[config.mk]
export PLATFORM = sky130hd
export DESIGN_NAME = reg_scoreboard_file_flat
export DESIGN_NICKNAME = d
export VERILOG_FILES = /design/src/rtl/reg_scoreboard_file_if.sv /design/src/rtl/reg_scoreboard_file.sv /design/src/flat_wrapper.sv
export SDC_FILE = /design/constraint.sdc
export NUM_CORES = 2
export LEC_CHECK = 0
export ABC_AREA = 0
export CORE_UTILIZATION = 50
export DETAILED_ROUTE_END_ITERATION = 6
export PLACE_DENSITY = 0.7
export RECOVER_POWER = 25
export SLEW_MARGIN = 40
export SYNTH_ARGS = -nofsm -noshare
export SYNTH_HDL_FRONTEND = slang
export SYNTH_SLANG_ARGS = --single-unit
export TNS_END_PERCENT = 5
[constraint.sdc]
create_clock -name clk -period 2.3 [get_ports clk]
set_input_delay 0.46 -clock clk [delete_from_list [all_inputs] [get_ports clk]]
set_output_delay 0.46 -clock clk [all_outputs]
set_load 0.05 [all_outputs]
[src/rtl/reg_scoreboard_file_if.sv]
// Bundles the read, write, link and issue/scoreboard signals of the register file.
interface reg_scoreboard_file_if #(
  parameter int DATA_W = 32,
  parameter int ADDR_W = 5
);
  logic [ADDR_W-1:0] rd_addr1;
  logic [ADDR_W-1:0] rd_addr2;
  logic [DATA_W-1:0] rd_data1;
  logic [DATA_W-1:0] rd_data2;
  logic              we;
  logic [ADDR_W-1:0] wr_addr;
  logic [DATA_W-1:0] wr_data;
  logic              link_we;
  logic [DATA_W-1:0] link_data;
  logic [DATA_W-1:0] link_value;
  logic              issue_valid;
  logic [ADDR_W-1:0] issue_dst;
  logic              busy1;
  logic              busy2;
  logic              stall;

  modport master (
    output rd_addr1, rd_addr2, we, wr_addr, wr_data, link_we, link_data,
           issue_valid, issue_dst,
    input  rd_data1, rd_data2, link_value, busy1, busy2, stall
  );

  modport slave (
    input  rd_addr1, rd_addr2, we, wr_addr, wr_data, link_we, link_data,
           issue_valid, issue_dst,
    output rd_data1, rd_data2, link_value, busy1, busy2, stall
  );
endinterface

[src/rtl/reg_scoreboard_file.sv]
// Two-read register file with a link-register write port, optional same-cycle
// forwarding and a per-register busy scoreboard for issue stalls.
module reg_scoreboard_file #(
  parameter int DATA_W   = 32,
  parameter int ADDR_W   = 5,
  parameter int LINK_REG = 31,
  parameter int BYPASS   = 1
) (
  input  logic                 clk,
  input  logic                 reset_n,
  reg_scoreboard_file_if.slave bus
);
  localparam int DEPTH = 2 ** ADDR_W;
  localparam logic [ADDR_W-1:0] LINK_ADDR = ADDR_W'(LINK_REG);

  logic [DATA_W-1:0] mem_reg [DEPTH];
  logic [DEPTH-1:0]  busy_reg;
  logic [DATA_W-1:0] link_value_reg;
  logic              wr_hit;
  logic [ADDR_W-1:0] rd_addr [2];

  assign wr_hit     = bus.we && (bus.wr_addr != '0);
  assign rd_addr[0] = bus.rd_addr1;
  assign rd_addr[1] = bus.rd_addr2;

  // Entry 0 is only ever reset, so it stays zero; the loops start at 1.
  always_ff @(posedge clk or negedge reset_n) begin
    if (!reset_n) begin
      for (int i = 0; i < DEPTH; i++) begin
        mem_reg[i] <= '0;
      end
      busy_reg       <= '0;
      link_value_reg <= '0;
    end else begin
      for (int i = 1; i < DEPTH; i++) begin
        if (bus.link_we && (ADDR_W'(i) == LINK_ADDR)) begin
          mem_reg[i] <= bus.link_data;
        end else if (wr_hit && (bus.wr_addr == ADDR_W'(i))) begin
          mem_reg[i] <= bus.wr_data;
        end
        // A new producer issued at the same edge outranks the completing write.
        if (bus.issue_valid && (bus.issue_dst == ADDR_W'(i))) begin
          busy_reg[i] <= 1'b1;
        end else if ((wr_hit && (bus.wr_addr == ADDR_W'(i))) ||
                     (bus.link_we && (ADDR_W'(i) == LINK_ADDR))) begin
          busy_reg[i] <= 1'b0;
        end
      end
      if (bus.link_we) begin
        link_value_reg <= bus.link_data;
      end
    end
  end

  genvar gi;
  generate
    for (gi = 0; gi < 2; gi++) begin : g_rd
      logic              link_match;
      logic              wr_match;
      logic [DATA_W-1:0] data_next;
      logic              busy_next;

      always_comb begin
        link_match = bus.link_we && (rd_addr[gi] == LINK_ADDR);
        wr_match   = wr_hit && (bus.wr_addr == rd_addr[gi]);
        data_next  = '0;
        busy_next  = 1'b0;
        if (reset_n && (rd_addr[gi] != '0)) begin
          if ((BYPASS != 0) && link_match) begin
            data_next = bus.link_data;
          end else if ((BYPASS != 0) && wr_match) begin
            data_next = bus.wr_data;
          end else begin
            data_next = mem_reg[rd_addr[gi]];
          end
          busy_next = busy_reg[rd_addr[gi]] &&
                      !((BYPASS != 0) && (link_match || wr_match));
        end
      end
    end
  endgenerate

  assign bus.rd_data1   = g_rd[0].data_next;
  assign bus.rd_data2   = g_rd[1].data_next;
  assign bus.busy1      = g_rd[0].busy_next;
  assign bus.busy2      = g_rd[1].busy_next;
  assign bus.stall      = g_rd[0].busy_next | g_rd[1].busy_next;
  assign bus.link_value = link_value_reg;
endmodule
[src/flat_wrapper.sv]
// flat-port wrapper written by rule: the top's interface ports become plain ports
module reg_scoreboard_file_flat 
#(
  parameter int DATA_W   = 32,
  parameter int ADDR_W   = 5,
  parameter int LINK_REG = 31,
  parameter int BYPASS   = 1
)
  (clk, reset_n, bus_rd_addr1, bus_rd_addr2, bus_we, bus_wr_addr, bus_wr_data, bus_link_we, bus_link_data, bus_issue_valid, bus_issue_dst, bus_rd_data1, bus_rd_data2, bus_link_value, bus_busy1, bus_busy2, bus_stall);
  reg_scoreboard_file_if #(.DATA_W(DATA_W), .ADDR_W(ADDR_W)) bus_i ();
  input  logic clk;
  input  logic reset_n;
  input wire logic [$bits(bus_i.rd_addr1)-1:0] bus_rd_addr1;
  input wire logic [$bits(bus_i.rd_addr2)-1:0] bus_rd_addr2;
  input wire logic [$bits(bus_i.we)-1:0] bus_we;
  input wire logic [$bits(bus_i.wr_addr)-1:0] bus_wr_addr;
  input wire logic [$bits(bus_i.wr_data)-1:0] bus_wr_data;
  input wire logic [$bits(bus_i.link_we)-1:0] bus_link_we;
  input wire logic [$bits(bus_i.link_data)-1:0] bus_link_data;
  input wire logic [$bits(bus_i.issue_valid)-1:0] bus_issue_valid;
  input wire logic [$bits(bus_i.issue_dst)-1:0] bus_issue_dst;
  output wire logic [$bits(bus_i.rd_data1)-1:0] bus_rd_data1;
  output wire logic [$bits(bus_i.rd_data2)-1:0] bus_rd_data2;
  output wire logic [$bits(bus_i.link_value)-1:0] bus_link_value;
  output wire logic [$bits(bus_i.busy1)-1:0] bus_busy1;
  output wire logic [$bits(bus_i.busy2)-1:0] bus_busy2;
  output wire logic [$bits(bus_i.stall)-1:0] bus_stall;
  assign bus_i.rd_addr1 = bus_rd_addr1;
  assign bus_i.rd_addr2 = bus_rd_addr2;
  assign bus_i.we = bus_we;
  assign bus_i.wr_addr = bus_wr_addr;
  assign bus_i.wr_data = bus_wr_data;
  assign bus_i.link_we = bus_link_we;
  assign bus_i.link_data = bus_link_data;
  assign bus_i.issue_valid = bus_issue_valid;
  assign bus_i.issue_dst = bus_issue_dst;
  assign bus_rd_data1 = bus_i.rd_data1;
  assign bus_rd_data2 = bus_i.rd_data2;
  assign bus_link_value = bus_i.link_value;
  assign bus_busy1 = bus_i.busy1;
  assign bus_busy2 = bus_i.busy2;
  assign bus_stall = bus_i.stall;
  reg_scoreboard_file #(.DATA_W(DATA_W), .ADDR_W(ADDR_W), .LINK_REG(LINK_REG), .BYPASS(BYPASS)) u_core (.clk(clk), .reset_n(reset_n), .bus(bus_i));
endmodule
# Word level (Yosys, flattened, before mapping)
# Cells that the tools add are included.
# Widths: inputs -> output; s select.
# op_classes
eq_ne,66
reduce_logical,111
n_div,0
bitwise,3
n_addsub,0
order_cmp,4
n_shift,0
n_mux,82
multipliers,0
# ops
cell,count
$mux 32,12
$bmux 32 s5,2
$eq 5x5->1 const B,34
$eq 5x4->1 const B,16
$logic_and 1x1->1,71
$mux 1,66
$reduce_bool 2->1,32
$eq 5x3->1 const B,8
$eq 5x2->1 const B,4
$reduce_bool 5->1,3
$ge 6x6->1 const B,2
$lt 5x6->1 const B,2
$not 5->6,2
$bmux 1 s5,2
$eq 5x1->1 const B,2
$eq 5x5->1,2
$logic_or 1x1->1,3
$logic_not 1->1,2
$or 1x1->1,1
# word_totals
wordCells,329
mem_bits_rw,0
in_bits,89
latchBits,0
mem_bits_ro,0
register_bits,1055
mem_count,0
out_inout_bits,99

# Logic depth before layout (Yosys ltp)
# depth
word_depth,8
ltp_mapped,9

# Least setup slack after synthesis
# No wires, ideal clock.
# synth_path
kind,input-to-output
start,in bus_wr_addr[4]
end,out bus_stall
t_required_ns,1.840
cell_stages,5
arrival_ns,2.934
slack_ns,-1.094
cell_sequence,or4_1 > o2111ai_2 > o211ai_2 > a2111oi_2 > a41o_1
# synth_via
elab_chain_cells,8
elab_cells_between_ends,15
cone_classes,eq/ne (2); mux (2); bitwise (1); reduce/logical (10)
# synth_lines
element,line,source
start: declaration,flat_wrapper.sv:16,input wire logic [$bits(bus_i.wr_addr)-1:0] bus_wr_addr;
$reduce_bool 5->1,reg_scoreboard_file.sv:22,assign wr_hit = bus.we && (bus.wr_addr != '0);
$logic_and 1x1->1,reg_scoreboard_file.sv:22,
$logic_and 1x1->1 (*),reg_scoreboard_file.sv:65,wr_match = wr_hit && (bus.wr_addr == rd_addr[gi]);
$logic_or 1x1->1 (*),reg_scoreboard_file.sv:77,!((BYPASS != 0) && (link_match || wr_match));
$logic_not 1->1 (*),reg_scoreboard_file.sv:77,
$logic_and 1x1->1 (*),reg_scoreboard_file.sv:76,busy_next = busy_reg[rd_addr[gi]] &&
$mux 1 (*),reg_scoreboard_file.sv:68,if (reset_n && (rd_addr[gi] != '0)) begin
via bus_busy1,flat_wrapper.sv:25,output wire logic [$bits(bus_i.busy1)-1:0] bus_busy1;
$or 1x1->1 (*),reg_scoreboard_file.sv:87,assign bus.stall = g_rd[0].busy_next | g_rd[1].busy_next;
end: declaration,flat_wrapper.sv:27,output wire logic [$bits(bus_i.stall)-1:0] bus_stall;
# The timed path passes the listed nets; every way through them passes the cells marked *.

# Worst setup path in the final report
# layout_path
start,reg u_core.busy_reg[13]
end,out bus_stall
# layout_via
elab_chain_cells,5
elab_cells_between_ends,9
cone_classes,mux (6); bitwise (1); reduce/logical (2)
# layout_lines
element,line,source
start: declaration,reg_scoreboard_file.sv:17,logic [DEPTH-1:0] busy_reg;
start signal: assignment,reg_scoreboard_file.sv:32,busy_reg <= '0;
start signal: indexed assignment,reg_scoreboard_file.sv:43,busy_reg[i] <= 1'b1;
start signal: indexed assignment,reg_scoreboard_file.sv:46,busy_reg[i] <= 1'b0;
$bmux 1 s5,reg_scoreboard_file.sv:76,
$mux 1 (not written as such),reg_scoreboard_file.sv:76,
$logic_and 1x1->1,reg_scoreboard_file.sv:76,
$mux 1,reg_scoreboard_file.sv:68,
$or 1x1->1 (*),reg_scoreboard_file.sv:87,
# Every way passes the cells marked *; elsewhere a longest branch is shown, timed or not. The select of a mux whose other input is x is not followed.

==> flow_metrics.tcl <==
set metrics [dict create \
    hold_end "u_core.bus.link_value[6]" \
    hold_violations 0 \
    fp.coreArea_sq_mm 0.114 \
    design_area_sq_mm 0.0729 \
    io_pins 188 \
    rsz0062_at_grt "yes" \
    tightestPinTransition_ns 1.59 \
    synthDistinctLibCells 73 \
    wire_per_inst_um 33.3 \
    crit_slowest_cell "mux4_2" \
    finalClockSkew_ns 0 \
    regArea_sq_mm 0.0264 \
    syn_area_per_cell_sq_um 13.9 \
    synth_nets 4230 \
    yosysSeqAreaShare_pct 45.9 \
    clock_path_buffers 3 \
    grt_pass1_wl_um 308000 \
    max_freq_mhz 321 \
    clock_latency_ns 0.73 \
    slowest_delay_ns 0.52 \
    syn2layout_area_growth_pct 26.7 \
    place_hpwl_um 140000 \
    root_buffer "clkbuf_16" \
    syn_area_sq_mm 0.0576 \
    status "finished with violations" \
    layout_min_cycle_time_ns 3.12 \
    multi_input_area_sq_mm 0.0302 \
    path_common_cell "a2111oi_4" \
    grtUsageTotal_pct 36.3 \
    startpoint_type "flip-flop" \
    failed_checks "capacitance limit, slew limit, setup timing" \
    die-area_sq_mm 0.116 \
    r2r_setup_slack_ns 1.39 \
    arrival_ns 2.66 \
    period_share_pct 136 \
    end_kind "output pin" \
    finalNonFillerCells 6336 \
    worst_hold_path.num_cells 3 \
    final_cell_mix "mux2_2, dfrtp_1, buf_4" \
    slew_violations 61 \
    r2r_start "u_core.mem_reg[909]" \
    gr-total-overflow 0 \
    power.density_mw_per_mm2 804 \
    crit_family "compound AO/OA/AOI/OAI gates" \
    drive_gt1_share_pct 55.7 \
    grt_max_degree 144 \
    cts_tree "done" \
    dpl.cell_count 6089 \
    cp_cell_sequence "mux4_2, a2111oi_4, buf_4, a2111oi_4, a41o_4, buf_6" \
    drt_iter0_drc 4977 \
    yosysWarnings 33 \
    gp_congestion 0.915 \
    setup_violations 517 \
    fin_tns_setup_ns -133.60 \
    fin_nets 4811 \
    vias 43600 \
    r2r_end "u_core.mem_reg[909]" \
    path_class "reg -> out" \
    cp_max_fo 2 \
    largest_register_ffs 992 \
    slew_headroom_pct -6.21 \
    htree_levels 3 \
    power_leakage_nw 31.5 \
    holdCritStartpoint "bus_link_we" \
    grt_pass1_vias 44600 \
    antenna_found_initial 6 \
    cp.required_ns 1.84 \
    cts_inserted_buffers 113 \
    setup_slack_ns -0.819 \
    fillers 8318 \
    numPortBuffers 187 \
    path_buf_inv 2 \
    start_util_pct 50.4 \
    ant_nets 0 \
    clkSinkCount 1055 \
    synth_seq_cells 1055 \
    final_common_cell "mux2_2" \
    rows 124 \
    die_h_um 341 \
    peakVddDrop_uv 614 \
    drt_wl_total_um 211000 \
    min_path_type "in -> reg" \
    synthFlopType "dfrtp_1" \
    routed_via_density 6.88 \
    clk_pin_slew_worst_paths_ns 0.06 \
    rr_worst_depth 2 \
    drt-pass1-iter-count 6 \
    synthArstFlopShare_pct 100 \
    synth-edff-count 0 \
    die_w_um 341 \
    synthCells 4141 \
    power_mw 58.7 \
    placed_area_sq_mm 0.0676 \
    maxCapViolCount 1 \
    drc 0 \
]
==> worst reg2reg max path, cell delays in order, from the launching register on <==
cell and delay [ns]:
dfrtp_1 0.39, buf_4 0.14, mux2_2 0.26
==> metrics by stage <==
stage | worst slack [ns] | hold WS (ns) | utilization (%)
final | -0.819 | 0.386 | 63.9
after floorplan | -0.637 | 0.164 | -
after CTS | -0.785 | 0.158 | 63.9
after global placement | -1.30 | 0.388 | 59.1
after detailed placement | -1.30 | 0.386 | 59.2
after global routing | -0.810 | 0.403 | 63.9
==> power breakdown <==
part	internal (mW)	total (mW)	switching (mW)
registers	22.1	24.8	2.66
logic	8.17	14.5	6.32
clock network	11.4	19.4	8.01
total	41.7	58.7	17.0
==> Yosys cell counts (all sizes together) (47+ instances only) <==
master / n / area, sq um
a211oi: 61 / 458
a221oi: 63 / 552
a22o: 53 / 464
a22oi: 84 / 631
buf: 250 / 1490
clkbuf: 192 / 723
dfrtp: 1055 / 26400
mux2: 1087 / 12200
mux2i: 117 / 1170
mux4: 386 / 8720
nand2: 98 / 368
nor2: 60 / 258
nor2b: 58 / 365
nor3: 101 / 516
o21ai: 139 / 696
o221ai: 47 / 412
==> metal layers <==
metal | wire, um | vias to the layer above | GRT usage (%) | part of all wire (%)
met5 | 0 | - | 0 | 0
met1 | 77400 | 22900 | 46.7 | 37
met2 | 95800 | 2680 | 55.0 | 45
li1 | - | 17200 | - | -
met3 | 21800 | 757 | 8.88 | 10
met4 | 16100 | 0 | 23.8 | 7.6
==> layout make-up <==
cell class | instances | area share [%]
Antenna cell | 4 | 0.0137
Clock buffer | 168 | 4.70
Clock inverter | 45 | 0.731
Inverter | 43 | 0.221
Multi-Input combinational cell | 2601 | 41.4
Sequential cell | 1055 | 36.2
Tap cell | 1512 | 2.59
Timing Repair Buffer | 908 | 14.1
==> logic make-up after synthesis <==
| logic type | count (synthesis) | synth area share, % |
|---|---|---|
| and+or+nand+nor | 385 | 3.43 |
| buffers and inverters | 485 | 4.13 |
| muxes | 1590 | 38.5 |
| DFF | 1055 | 45.9 |
| xor gates and xnor gates | 10 | 0.152 |
| AOI/OAI and AO/OA | 616 | 7.96 |
==> worst max-delay path by stage <==
stage / start / end / slack (ns) / cells after the start
4_1_cts: u_core.busy_reg[15] / bus_stall / -0.78 / 6
6_report: u_core.busy_reg[13] / bus_stall / -0.82 / 6
2_1_floorplan: bus_wr_addr[4] / bus_stall / -0.64 / 5
3_5_place_dp: bus_wr_addr[4] / bus_rd_data1[20] / -1.30 / 9
5_1_grt: u_core.busy_reg[15] / bus_stall / -0.81 / 6
3_3_place_gp: bus_wr_addr[4] / bus_rd_data1[20] / -1.30 / 9
==> what timing repair did <==
action	CTS	global route
hold buffers	3	0
pin swaps	43	17
endpoints found under the setup margin	99	67
endpoints found under the hold margin	49	0
gates resized for setup	294	55
buffers inserted	22	8
gates cloned	6	0
No activity file was read; power rests on OpenSTA's default activity.
